--- src/rtl/fetch_align.sv ---
// Fetch-to-buffer alignment stage: masks pre-entry slots, holds lines in a skid FIFO
// while inst_buf is full, and issues one aligned bundle per cycle. Option: FETCH_ALIGN_CTI_TRUNC_EN.
module fetch_align #(
  parameter int DEPTH = 2,
  parameter int PC_W  = 64
) (
  input  logic            clock,
  input  logic            reset_n,
  input  logic            flush_i,
  input  logic            line_vld_i,
  output logic            line_rdy_o,
  input  logic [255:0]    line_i,
  input  logic [PC_W-1:0] line_pc_i,
  input  logic            buf_full_i,
  output logic [31:0]     inst0_o,
  output logic [31:0]     inst1_o,
  output logic [31:0]     inst2_o,
  output logic [31:0]     inst3_o,
  output logic [31:0]     inst4_o,
  output logic [31:0]     inst5_o,
  output logic [31:0]     inst6_o,
  output logic [31:0]     inst7_o,
  output logic            inst0_vld_o,
  output logic            inst1_vld_o,
  output logic            inst2_vld_o,
  output logic            inst3_vld_o,
  output logic            inst4_vld_o,
  output logic            inst5_vld_o,
  output logic            inst6_vld_o,
  output logic            inst7_vld_o,
  output logic [PC_W-1:0] bundle_pc_o
);

  localparam int PTR_W = (DEPTH > 1) ? $clog2(DEPTH) : 1;
  localparam int CNT_W = PTR_W + 1;

  logic [255:0]    data_mem [DEPTH];
  logic [PC_W-1:0] pc_mem   [DEPTH];
  logic [7:0]      mask_mem [DEPTH];

  logic [PTR_W-1:0] wr_ptr_reg, rd_ptr_reg;
  logic [CNT_W-1:0] count_reg;

  logic push, issue, pop;
  logic [7:0] push_mask;

  logic [255:0]    head_data;
  logic [PC_W-1:0] head_pc;
  logic [7:0]      head_mask;
  logic [7:0]      slot_vld;
  logic [31:0]     slot_inst [8];

  // Ready depends only on registered occupancy, never on buf_full_i.
  assign line_rdy_o = (count_reg < CNT_W'(DEPTH));
  assign push       = line_vld_i & line_rdy_o & ~flush_i;
  assign issue      = (count_reg != '0) & ~buf_full_i & ~flush_i;
  assign pop        = issue;

  // Entry mask, optionally truncated after the first valid control transfer.
  always_comb begin
    logic [7:0] pos_mask;
    logic       seen_cti;
    logic [5:0] opcode;
    pos_mask  = '0;
    seen_cti  = 1'b0;
    opcode    = '0;
    push_mask = '0;
    for (int k = 0; k < 8; k++) begin
      pos_mask[k] = (3'(k) >= line_pc_i[4:2]);
    end
`ifdef FETCH_ALIGN_CTI_TRUNC_EN
    for (int k = 0; k < 8; k++) begin
      opcode       = line_i[32*k+26 +: 6];
      push_mask[k] = pos_mask[k] & ~seen_cti;
      if (pos_mask[k] && ((opcode[5:4] == 2'b11) || (opcode == 6'h1A))) begin
        seen_cti = 1'b1;
      end
    end
`else
    push_mask = pos_mask;
`endif
  end

  // Storage carries no reset; contents are only observed through a nonzero count.
  always_ff @(posedge clock) begin
    if (push) begin
      data_mem[wr_ptr_reg] <= line_i;
      pc_mem[wr_ptr_reg]   <= line_pc_i;
      mask_mem[wr_ptr_reg] <= push_mask;
    end
  end

  always_ff @(posedge clock or negedge reset_n) begin
    if (!reset_n) begin
      wr_ptr_reg <= '0;
      rd_ptr_reg <= '0;
      count_reg  <= '0;
    end else if (flush_i) begin
      wr_ptr_reg <= '0;
      rd_ptr_reg <= '0;
      count_reg  <= '0;
    end else begin
      if (push) wr_ptr_reg <= wr_ptr_reg + PTR_W'(1);
      if (pop)  rd_ptr_reg <= rd_ptr_reg + PTR_W'(1);
      case ({push, pop})
        2'b10:   count_reg <= count_reg + CNT_W'(1);
        2'b01:   count_reg <= count_reg - CNT_W'(1);
        default: count_reg <= count_reg;
      endcase
    end
  end

  assign head_data   = data_mem[rd_ptr_reg];
  assign head_pc     = pc_mem[rd_ptr_reg];
  assign head_mask   = mask_mem[rd_ptr_reg];
  assign bundle_pc_o = issue ? head_pc : '0;

  for (genvar gi = 0; gi < 8; gi++) begin : g_slot
    assign slot_vld[gi]  = issue & head_mask[gi];
    assign slot_inst[gi] = slot_vld[gi] ? head_data[32*gi +: 32] : 32'h0;
  end

  assign inst0_o = slot_inst[0];
  assign inst1_o = slot_inst[1];
  assign inst2_o = slot_inst[2];
  assign inst3_o = slot_inst[3];
  assign inst4_o = slot_inst[4];
  assign inst5_o = slot_inst[5];
  assign inst6_o = slot_inst[6];
  assign inst7_o = slot_inst[7];

  assign inst0_vld_o = slot_vld[0];
  assign inst1_vld_o = slot_vld[1];
  assign inst2_vld_o = slot_vld[2];
  assign inst3_vld_o = slot_vld[3];
  assign inst4_vld_o = slot_vld[4];
  assign inst5_vld_o = slot_vld[5];
  assign inst6_vld_o = slot_vld[6];
  assign inst7_vld_o = slot_vld[7];

endmodule

--- config.mk ---
export PLATFORM = sky130hd
export DESIGN_NAME = fetch_align
export DESIGN_NICKNAME = d
export VERILOG_FILES = /design/src/rtl/fetch_align.sv
export SDC_FILE = /design/constraint.sdc
export NUM_CORES = 1
export LEC_CHECK = 0
export BUFFER_PORTS_ARGS = -buffer_cell sky130_fd_sc_hd__buf_2
export CAP_MARGIN = 20
export CORE_AREA = 2 2 255 257
export DETAILED_ROUTE_END_ITERATION = 8
export DIE_AREA = 0 0 257 259
export SYNTH_ARGS = -nofsm -noshare
export SYNTH_HDL_FRONTEND = slang
export SYNTH_SLANG_ARGS = --single-unit
--- constraint.sdc ---
create_clock -name clock -period 29.6 [get_ports clock]
set_clock_uncertainty 0.15 [all_clocks]
set_input_delay 7.4 -clock clock [delete_from_list [all_inputs] [get_ports clock]]
set_output_delay 7.4 -clock clock [all_outputs]
set_load 0.02 [all_outputs]
==> results.md, run 1 <==
* Post-Syn Area at ~25000 sq um
* Mapped Cells at 1415
* Initial antenna violation count at 24
* Slew of the pin with the lowest slew margin at 1100 ps
* Hold Violations, Final at 0
* Routed vias at approximately 14000
* WHS Path Cells at 2
* Critical Path Start Type: input pin
* Critical Path Max Stage Delay at 780 ps
* WP data arrival at ~9500 ps
* Number of max-cap violations at 0
* Setup TNS at 0 ps
* First-pass GRT wire length at a little under 90000 um
* Cts repair resizes at 0
* Hold path endpoint: count_reg[0]$_DFFE_PN0P_
* Clock Latency Late Sink at 580 ps
* Post-route clock period utilization at 0.576
* Wire per inst at slightly above 20 um
* R2R Path End: data_mem[0][52]$_DFFE_PP_
* Fillers at between 5000 and 6000
* Buffers inserted by post-CTS timing repair at 0
* Pins over their slew limit at 0
* Antenna viol nets, final at 0
* IO buf count at around 650
* I/O pin cnt at around 650
* Die Ht at roughly 260 um
* Worst path cell trace: buf_2 > o21ba_1 > nand3b_2 > nor2_1 > buf_2
* Die area at between 60000 and 70000 sq um
* Max VDD drop at ~0.000048 V
* Post-DP HPWL at 41400 um
* Seq/Total Area, Yosys at 0.792
* Nets at between 2000 and 2500
* DRT Pass-1 Iters at 5
* Warnings from Yosys at 0
* Worst-path fanout max at 33
* Routed WL at a little over 60000 um
* Buffers plus inverters on the worst setup path at 2
* CTS tree: done
* Worst path slowest cell: nand3b_2
* Critical path capture point type: output port
* CTS sink count at 658
* Total track usage at 0.176
* GRT Residual Overflow at 0
* Min cycle time layout at between 15000 and 20000 ps
* Worst Reg-to-Reg Cells at 5
* Placed instance area at roughly 29000 sq um
* Unrepaired setup endpoints after global routing: no
* Ratio of cells with drive above 1 in the final layout at 0.364
* Final setup fails at 0
* Starting density of the core at 0.390
* CTS buffer count at just over 70
* Htree depth at 3
* CTS Hold Bufs at 0
* Syn_nets at about 1700
* R2R Setup Slk at roughly 25000 ps
* Worst Setup SP: buf_full_i
* Hold path startpoint: count_reg[1]$_DFFE_PN0P_
* WP data required at approximately 22000 ps
* Fmax at ~59 MHz
* Synth unique cells at 24
* FP Rows at 93
* Most flops, register: data_mem
* Area growth, synth to finish at 25.4%
* HP Class: flip-flop to flip-flop
* Top cell by count, worst path: buf_2
* CTS root buf: clkbuf_16
* P_leak at about 12 nW
* Routability cong. at approximately 0.86
* Post-Syn Area per Cell at approximately 18 sq um
* Largest net degree at the start of global routing at 98
* Max reg flops at 512
* Vias per cell at ~4.8
* Chip width at between 200 and 300 um
* Clock slew at reported path FFs at around 60 ps
* Post-route cell area at ~31000 sq um
* Number of DRC markers in iteration 0 at between 900 and 1000
* Max Root-Sink Buffers at 3
* Flops & latches, synth at between 600 and 700
* DRC at 0
* Vias in the first global route at between 10000 and 15000
* FF-to-FF Start: count_reg[1]$_DFFE_PN0P_
* Largest regs: data_mem (512), pc_mem (128), mask_mem (14)
* CP Class: input pin to output port
* Power Density at 66.1 nW/um^2
* Status: finished clean
* Core Box Area at between 60000 and 70000 sq um
* Worst path top cell family by delay: simple AND/OR/NAND/NOR gates
* Max-slew headroom at 0.267
final cells by class:
| cell class | count | area [sq um] | share of cell area |
|---|---|---|---|
| diodes | 18 | 45.0 | 0.00144 |
| clock buffers | 86 | 1830 | 0.0586 |
| clock inverters | 38 | 384 | 0.0123 |
| inverters | 10 | 37.5 | 0.00120 |
| multi-input cells | 677 | 4720 | 0.151 |
| flip-flops and latches | 658 | 19700 | 0.632 |
| well taps | 855 | 1070 | 0.0342 |
| repair buffers | 672 | 3430 | 0.110 |
worst max path at each step:
stage,cells past startpoint,endpoint
global route,5,inst6_o[29]
CTS,5,inst6_o[29]
finish,5,inst6_o[29]
floorplan,2,data_mem[1][0]$_DFFE_PP_
detailed placement,5,inst6_o[29]
global placement,5,inst4_o[6]
where the power goes:
part | internal (mW) | switching [mW] | total [mW]
combinational | 0.0529 | 0.0852 | 0.138
sequential | 1.07 | 0.0111 | 1.08
clock | 0.502 | 0.348 | 0.850
routing by layer:
layer,GRT usage,part of all wire
met5,0,0.0013
met4,0.0774,0.033
met1,0.207,0.38
met3,0.0540,0.076
met2,0.300,0.51
cell families after synthesis:
logic type | after synthesis | synth area share
muxes | 328 | 0.132
DFF | 658 | 0.792
and+or+nand+nor | 340 | 0.0534
xor gates and xnor gates | 3 | 0.00105
AOI/OAI and AO/OA | 6 | 0.00141
buffers and inverters | 80 | 0.0202
worst reg2reg max path: cells and delay by family (launching register included):
family	cells	cell delay [ps]
AND/OR/NAND/NOR	2	730
flip-flops	1	410
buffers and inverters	3	2600
cell usage after synthesis, drive strengths merged:
cell type | n | share of area
xor2 | 1 | 0.00035
mux2i | 320 | 0.13
clkbuf | 4 | 0.0011
nand3 | 2 | 0.00040
inv | 10 | 0.0015
nor2 | 323 | 0.049
nor3 | 2 | 0.00040
a21oi | 3 | 0.00060
o21ba | 1 | 0.00040
o21ai | 2 | 0.00040
nand2 | 3 | 0.00045
nand3b | 7 | 0.0027
nand2b | 2 | 0.00050
xnor2 | 2 | 0.00070
mux2 | 8 | 0.0036
nor3b | 1 | 0.00030
buf | 66 | 0.018
edfxtp | 654 | 0.79
dfrtp | 4 | 0.0040
metrics by stage:
stage | setup WS [ps] | instances | util | hold slack (ps) | total power [mW]
after floorplan | 8490 | 1415 | - | 386 | 1.20
after global placement | 12570 | 2871 | 0.453 | 405 | 1.23
after detailed placement | 12470 | 2871 | 0.453 | 420 | 1.24
after CTS | 12470 | 2995 | 0.488 | 422 | 2.09
after global routing | 12340 | 3013 | 0.489 | 468 | 2.14
final | 12550 | 3014 | 0.489 | 420 | 2.07
cell usage in the layout (no fill, tap or decap), types with 4 or more instances in the layout:
cell type / Yosys / final
edfxtp_1: 654 / 654
buf_2: 33 / 653
nor2_1: 323 / 323
mux2i_1: 320 / 320
clkbuf_16: 0 / 71
diode_2: 0 / 18
buf_4: 26 / 18
clkinv_1: 0 / 16
clkbuf_1: 1 / 15
inv_1: 10 / 10
clkinv_2: 0 / 8
bufinv_16: 0 / 7
mux2_2: 6 / 6
nand3b_2: 4 / 4
No activity file was read; power rests on OpenSTA's default activity.
==> run 2, diff against run 1 <==
--- a/config.mk
+++ b/config.mk
@@ -5,11 +5,12 @@
 export SDC_FILE = /design/constraint.sdc
 export NUM_CORES = 1
 export LEC_CHECK = 0
+export ABC_AREA = 1
 export BUFFER_PORTS_ARGS = -buffer_cell sky130_fd_sc_hd__buf_2
 export CAP_MARGIN = 20
-export CORE_AREA = 2 2 255 257
+export CORE_AREA = 2 2 256 258
 export DETAILED_ROUTE_END_ITERATION = 8
-export DIE_AREA = 0 0 257 259
+export DIE_AREA = 0 0 258 260
 export SYNTH_ARGS = -nofsm -noshare
 export SYNTH_HDL_FRONTEND = slang
 export SYNTH_SLANG_ARGS = --single-unit
==> constraint.sdc (replaced) <==
create_clock -name clock -period 16.5 [get_ports clock]
set_clock_uncertainty 0.15 [all_clocks]
set_input_delay 4.125 -clock clock [delete_from_list [all_inputs] [get_ports clock]]
set_output_delay 4.125 -clock clock [all_outputs]
set_load 0.02 [all_outputs]
==> results.md, run 2 <==
* Hold Violations, Final at 0 (unchanged)
* Count leader, synth: nand2_1
* Worst-path fanout max at 33 (unchanged)
* Status: finished clean
* Worst setup margin at 6140 ps (-6410 ps)
* Max Root-Sink Buffers at 3 (unchanged)
* Critical Path Start Type: input pin
* Synth top area share at 0.782 (-0.00561)
* CTS sink count at 658 (unchanged)
* Part of the power in combinational logic at 0.171 (+0.104)
* CTS tree: done
* Antenna viol nets, final at 0 (unchanged)
* CTS Hold Bufs at 0 (unchanged)
* Worst path slowest cell: nand3_4
* Post-route clock period utilization at 0.628
* CTS root buf: clkbuf_16
* DRC at 0 (unchanged)
* I/O pin cnt at 654 (unchanged)
* DRT Pass-1 Iters at 6 (+1)
* Met2 WL at 33300 um (+6.2%)
* Sw frac at 0.289 (+0.0747)
* Worst path cell trace: buf_2 > inv_1 > nand3_4 > clkinv_8 > nand2_4 > a21oi_1 > buf_2
* Async S/R FF share, synth at 0.00608 (unchanged)
* FP Rows at 93 (unchanged)
* Synth Flop Type: edfxtp_1
* Largest net degree at the start of global routing at 185 (+89%)
* Final setup fails at 0 (unchanged)
* Area growth, synth to finish at 24.1%
* Pins over their slew limit at 0 (unchanged)
* M1 wire length at 25300 um (+8.0%)
* Die Ht at 260 um (+0.39%)
* Sequential share of power at 0.482 (-0.040)
* Number of DRC markers in iteration 0 at 1279 (+35%)
* Vias in the first global route at 16300 (+11%)
* IO buf count at 653 (unchanged)
* Setup TNS at 0 ps (unchanged)
* Min cycle time layout at approximately 10000 ps
* Wire length on met3 at 6090 um (+31%)
* WP data required at 12230 ps (-9820 ps)
* Warnings from Yosys at 0 (unchanged)
* R2R Setup Slk at 12510 ps (-12740 ps)
* Vias per cell at 4.86 (+2.2%)
* Top post-synthesis cells by count: nand2_1 (672), edfxtp_1 (654), a21oi_1 (242), a21oi_2 (80), buf_2 (61)
* Mapped Cells at 1798 (+27%)
* Most frequent cells in the layout: nand2_1 (672), edfxtp_1 (654), buf_2 (653)
* Critical Path Max Stage Delay at 420 ps (-360 ps)
* Seq/Total Area, Yosys at 0.786 (-0.00564)
* CTS buffer count at 70 (-1.4%)
* GRT Residual Overflow at 0 (unchanged)
* Top sig layer: met5
* Syn_nets at 2123 (+22%)
* Fmax at 96.5 MHz
* Starting density of the core at 0.392 (+0.00137)
* Most flops, register: data_mem
* Number of max-cap violations at 0 (unchanged)
* Flops & latches, synth at 658 (unchanged)
* First-pass GRT wire length at 98100 um (+11%)
* Post-Syn Area per Cell at 14.0 sq um (-21%)
* Top cell by count, worst path: buf_2
* Commonest non-fill, non-tap cell in the layout: nand2_1
* Buffers inserted by post-CTS timing repair at 0 (unchanged)
* WP data arrival at 6080 ps (-3420 ps)
* CP Class: input pin to output port
* EDFF count, synth at 654 (unchanged)
* Critical path capture point type: output port
* Ratio of cells with drive above 1 in the final layout at 0.342 (-0.0217)
* Worst Reg-to-Reg Cells at 5 (unchanged)
* Nets at 2758 (+14%)
* Total internal power at 3.02 mW (+86%)
* Clock Latency Late Sink at 600 ps (+20 ps)
* Wire per inst at 19.9 um (-2.3%)
* Max VDD drop at 0.000119 V (+150%)
* Post-DP HPWL at 43200 um (+4.4%)
* Cts repair resizes at 0 (unchanged)
* Power Density at 137 nW/um^2 (+110%)
* WHS Path Cells at 2 (unchanged)
* Unrepaired setup endpoints after global routing: no
* Post-Syn Area at 25100 sq um (+0.72%)
* Switch Pwr at 1.23 mW (+180%)
* Total track usage at 0.192 (+0.0159)
* Top area cells in the synthesized netlist: edfxtp_1 (78%), nand2_1 (10%), a21oi_1 (4.8%), a21oi_2 (2.8%), buf_2 (1.2%)
* Core Box Area at 64100 sq um (+0.36%)
* Routability cong. at 0.887 (+3.6%)
* Htree depth at 3 (unchanged)
* Clk pwr share at 0.347 (-0.064)
* P_leak at 12.4 nW (+4.4%)
* Max-slew headroom at 0.254 (-0.0130)
* Die area at 67100 sq um (+0.78%)
* Slew of the pin with the lowest slew margin at 1120 ps (+19.5 ps)
* Largest regs: data_mem (512), pc_mem (128), mask_mem (14)
* Routed WL at 67100 um (+9.1%)
* Max reg flops at 512 (unchanged)
* Place WS at 6140 ps (-6330 ps)
* Routed vias at 16400 (+14%)
* Chip width at 258 um (+0.39%)
* HP Class: flip-flop to flip-flop
* Leading area contributor after synthesis: edfxtp_1
* Synth unique cells at 21 (-13%)
* Initial antenna violation count at 35 (+46%)
* Clock slew at reported path FFs at 60 ps (about the same)
## run 2: cells by family (layout without fill, tap and decap cells)
group / Yosys count / count (layout) / synth area share
and+or+nand+nor: 696 / 696 / 0.107
DFF: 658 / 658 / 0.786
AOI/OAI and AO/OA: 325 / 325 / 0.0768
buffers and inverters: 119 / 808 / 0.0297
other: 0 / 24 / 0
## run 2: power groups by stage
| stage | clock network (mW) | logic (mW) | registers, mW |
|---|---|---|---|
| after CTS | 1.51 | 0.737 | 2.05 |
| after global routing | 1.57 | 0.802 | 2.06 |
| after detailed placement | 0 | 0.736 | 2.09 |
| after floorplan | 0 | 0.498 | 2.11 |
| final | 1.48 | 0.728 | 2.05 |
| after global placement | 0 | 0.728 | 2.08 |
## run 2: area by class of cell
class / count / area (sq um)
Fill cell: 5684 / 33000
Clock inverter: 44 / 324
Antenna cell: 24 / 60.1
Inverter: 16 / 80.1
Sequential cell: 658 / 19700
Multi-Input combinational cell: 1021 / 4640
Tap cell: 855 / 1070
Clock buffer: 82 / 1840
Timing Repair Buffer: 666 / 3400
## run 2: critical path: cells and delay by family
kind	cells	cell delay, ps
AO/OA/AOI/OAI	1	320
AND/OR/NAND/NOR	2	790
buffers and inverters	4	760
## run 2: through the flow
stage | hold WS (ps) | instances | instance area (sq um) | power [mW] | util
after global routing | 475 | 3362 | 31100 | 4.43 | 0.486
after CTS | 437 | 3342 | 31100 | 4.30 | 0.485
after floorplan | 386 | 1798 | 25100 | 2.61 | -
after detailed placement | 422 | 3216 | 28900 | 2.82 | 0.451
final | 437 | 3366 | 31200 | 4.25 | 0.486
after global placement | 408 | 3216 | 28900 | 2.81 | 0.451
## run 2: per-layer routing
layer / vias to the layer above / track usage
li1: 7658 / -
met1: 7873 / 0.225
met2: 669 / 0.317
met3: 146 / 0.0661
met4: 16 / 0.0944
met5: - / 0
## run 2: final timing paths
check	startpoint	endpoint
worst max-delay path	flush_i	inst5_o[30]
worst min-delay path	count_reg[1]$_DFFE_PN0P_	count_reg[1]$_DFFE_PN0P_
worst max register to register	count_reg[1]$_DFFE_PN0P_	data_mem[0][17]$_DFFE_PP_
worst min register to register	count_reg[1]$_DFFE_PN0P_	count_reg[1]$_DFFE_PN0P_
max in group asynchronous	reset_n	rd_ptr_reg$_DFFE_PN0P_
min in group asynchronous	reset_n	rd_ptr_reg$_DFFE_PN0P_
==> run 3, diff against run 2 <==
==> config.mk (replaced) <==
export PLATFORM = sky130hd
export DESIGN_NAME = fetch_align
export DESIGN_NICKNAME = d
export VERILOG_FILES = /design/src/rtl/fetch_align.sv
export SDC_FILE = /design/constraint.sdc
export NUM_CORES = 1
export LEC_CHECK = 0
export ABC_AREA = 0
export BUFFER_PORTS_ARGS = -buffer_cell sky130_fd_sc_hd__buf_2
export CAP_MARGIN = 20
export CORE_AREA = 2 2 253 255
export DETAILED_ROUTE_END_ITERATION = 8
export DIE_AREA = 0 0 255 257
export PLACE_DENSITY = 0.65
export SYNTH_ARGS = -nofsm -noshare
export SYNTH_HDL_FRONTEND = slang
export SYNTH_SLANG_ARGS = --single-unit
==> constraint.sdc (replaced) <==
create_clock -name clock -period 9 [get_ports clock]
set_clock_uncertainty 0.15 [all_clocks]
set_input_delay 2.25 -clock clock [delete_from_list [all_inputs] [get_ports clock]]
set_output_delay 2.25 -clock clock [all_outputs]
set_load 0.02 [all_outputs]
==> results.md, run 3 (synthesis results as in run 1) <==
* Status: finished clean
* Nets at 2408 (-13%)
* Routability cong. at 0.837 (-5.6%)
* Max VDD drop at 0.000155 V (+30%)
* Power Density at 215 nW/um^2 (+57%)
* Number of DRC markers in iteration 0 at 955 (-25%)
* Wire per inst at 19.8 um (-0.82%)
* HP Class: flip-flop to flip-flop
* CP Class: input pin to output port
* Clock slew at reported path FFs at 60 ps (about the same)
* Total track usage at 0.175 (-0.0176)
* Vias in the first global route at 14800 (-8.8%)
* Unrepaired setup endpoints after global routing: no
* Total internal power at 5.23 mW (+73%)
* Post-route clock period utilization at 0.743
* Chip width at 255 um (-1.2%)
* Number of max-cap violations at 0 (unchanged)
* Area growth, synth to finish at 25.2%
* Worst Reg-to-Reg Cells at 4 (-1)
* CTS root buf: clkbuf_16
* Max-slew headroom at 0.248 (-0.00620)
* Sequential share of power at 0.529 (+0.047)
* FF-to-FF Start: count_reg[1]$_DFFE_PN0P_
* First-pass GRT wire length at 86500 um (-12%)
* CTS sink count at 658 (unchanged)
* Final setup fails at 0 (unchanged)
* P_leak at 11.8 nW (-4.6%)
* Clk pwr share at 0.403 (+0.056)
* DRT Pass-1 Iters at 5 (-1)
* Largest regs: data_mem (512), pc_mem (128), mask_mem (14)
* CTS Hold Bufs at 0 (unchanged)
* Hold path startpoint: count_reg[1]$_DFFE_PN0P_
* WP data required at 6600 ps (-5630 ps)
* Die Ht at 257 um (-1.2%)
* Cts repair resizes at 0 (unchanged)
* Placed instance area at 29000 sq um (+0.23%)
* Max reg flops at 512 (unchanged)
* Starting density of the core at 0.397 (+0.00576)
* DRC at 0 (unchanged)
* Initial antenna violation count at 24 (-31%)
* Largest net degree at the start of global routing at 155 (-16%)
* Worst-path fanout max at 34 (+3.0%)
* Sw frac at 0.220 (-0.0695)
* Vias per cell at 4.75 (-2.4%)
* FP Rows at 92 (-1.1%)
* Setup TNS at 0 ps (unchanged)
* Critical path capture point type: output port
* R2R Path End: data_mem[1][220]$_DFFE_PP_
* Slew of the pin with the lowest slew margin at 1130 ps (+9.30 ps)
* Die area at 65500 sq um (-2.3%)
* Routed WL at 59400 um (-12%)
* WHS Path Cells at 2 (unchanged)
* IO buf count at 653 (unchanged)
* GRT Residual Overflow at 0 (unchanged)
* Fmax at approximately 150 MHz
* Ratio of cells with drive above 1 in the final layout at 0.363 (+0.0213)
* Critical Path Start Type: input pin
* R2R Setup Slk at 6120 ps (-6390 ps)
* Htree depth at 3 (unchanged)
* CTS tree: done
* Max Root-Sink Buffers at 3 (unchanged)
* Core Box Area at 62700 sq um (-2.2%)
* Part of the power in combinational logic at 0.068 (-0.103)
* Post-route cell area at 31200 sq um (+0.18%)
* Most frequent cells in the layout: edfxtp_1 (654), buf_2 (653), nor2_1 (323)
* Pins over their slew limit at 0 (unchanged)
* Antenna viol nets, final at 0 (unchanged)
* Post-DP HPWL at 39500 um (-8.6%)
* Most flops, register: data_mem
* Clock Latency Late Sink at 590 ps (about the same)
* Routed vias at 14200 (-13%)
* I/O pin cnt at 654 (unchanged)
* Hold path endpoint: count_reg[0]$_DFFE_PN0P_
* Buffers inserted by post-CTS timing repair at 0 (unchanged)
* Switch Pwr at 1.48 mW (+20%)
* Min cycle time layout at roughly 6700 ps
* CTS buffer count at 70 (unchanged)
* Commonest non-fill, non-tap cell in the layout: edfxtp_1
* Hold Violations, Final at 0 (unchanged)
* WP data arrival at 4290 ps (-1790 ps)
## run 3: cell types whose count changed in the layout (fill, tap and decap cells not counted), sizes merged, moves of 7 or more
cell / previous run / this run
mux2: 0 / 8
nor2: 6 / 323
nand3b: 0 / 7
clkinv: 40 / 33
nand2: 680 / 3
a21oi: 322 / 3
mux2i: 0 / 320
## run 3: routing by layer
metal | global-route usage | vias up | share of wire
met5 | 0 | - | 0.0010
met4 | 0.0791 | 10 | 0.036
met3 | 0.0496 | 133 | 0.081
met2 | 0.308 | 545 | 0.52
met1 | 0.195 | 6918 | 0.36
li1 | - | 6637 | -
## run 3: worst max-delay path, stage by stage
cell and delay (ps):
buf_2 130, o21ba_1 550, nand3b_2 790, nor2_1 320
buf_2 230
## run 3: area by class of cell
cell class	instances	area [sq um]
Tap cell	846	1060
Inverter	10	37.5
Antenna cell	20	50.0
Clock inverter	41	344
Clock buffer	83	1820
Timing Repair Buffer	666	3440
Sequential cell	658	19700
Fill cell	5361	31500
Multi-Input combinational cell	677	4720
## run 3: worst max path at each step
stage | end | slack, ps | from | cells past startpoint
after floorplan | data_mem[1][0]$_DFFE_PP_ | -2210 | flush_i | 2
after global placement | inst6_o[25] | 2320 | buf_full_i | 5
after detailed placement | inst6_o[25] | 2190 | buf_full_i | 5
after CTS | inst6_o[25] | 2190 | buf_full_i | 5
after global routing | inst6_o[25] | 2070 | buf_full_i | 5
final | inst6_o[25] | 2310 | buf_full_i | 5
## run 3: power groups by stage
stage / clock network [mW] / logic (mW) / registers, mW
2_1_floorplan: 0 / 0.282 / 3.63
3_3_place_gp: 0 / 0.452 / 3.61
3_5_place_dp: 0 / 0.462 / 3.61
4_1_cts: 2.78 / 0.464 / 3.55
5_1_grt: 2.91 / 0.494 / 3.56
6_report: 2.71 / 0.456 / 3.55
## run 3: stage by stage
stage	hold WS [ps]	total power, mW	util	setup slack, ps	cells
after CTS	438	6.79	0.497	2190	2981
after global placement	416	4.06	0.462	2320	2857
after detailed placement	430	4.07	0.462	2190	2857
final	436	6.71	0.498	2310	3001
after floorplan	388	3.91	-	-2210	1415
after global routing	469	6.96	0.497	2070	2995
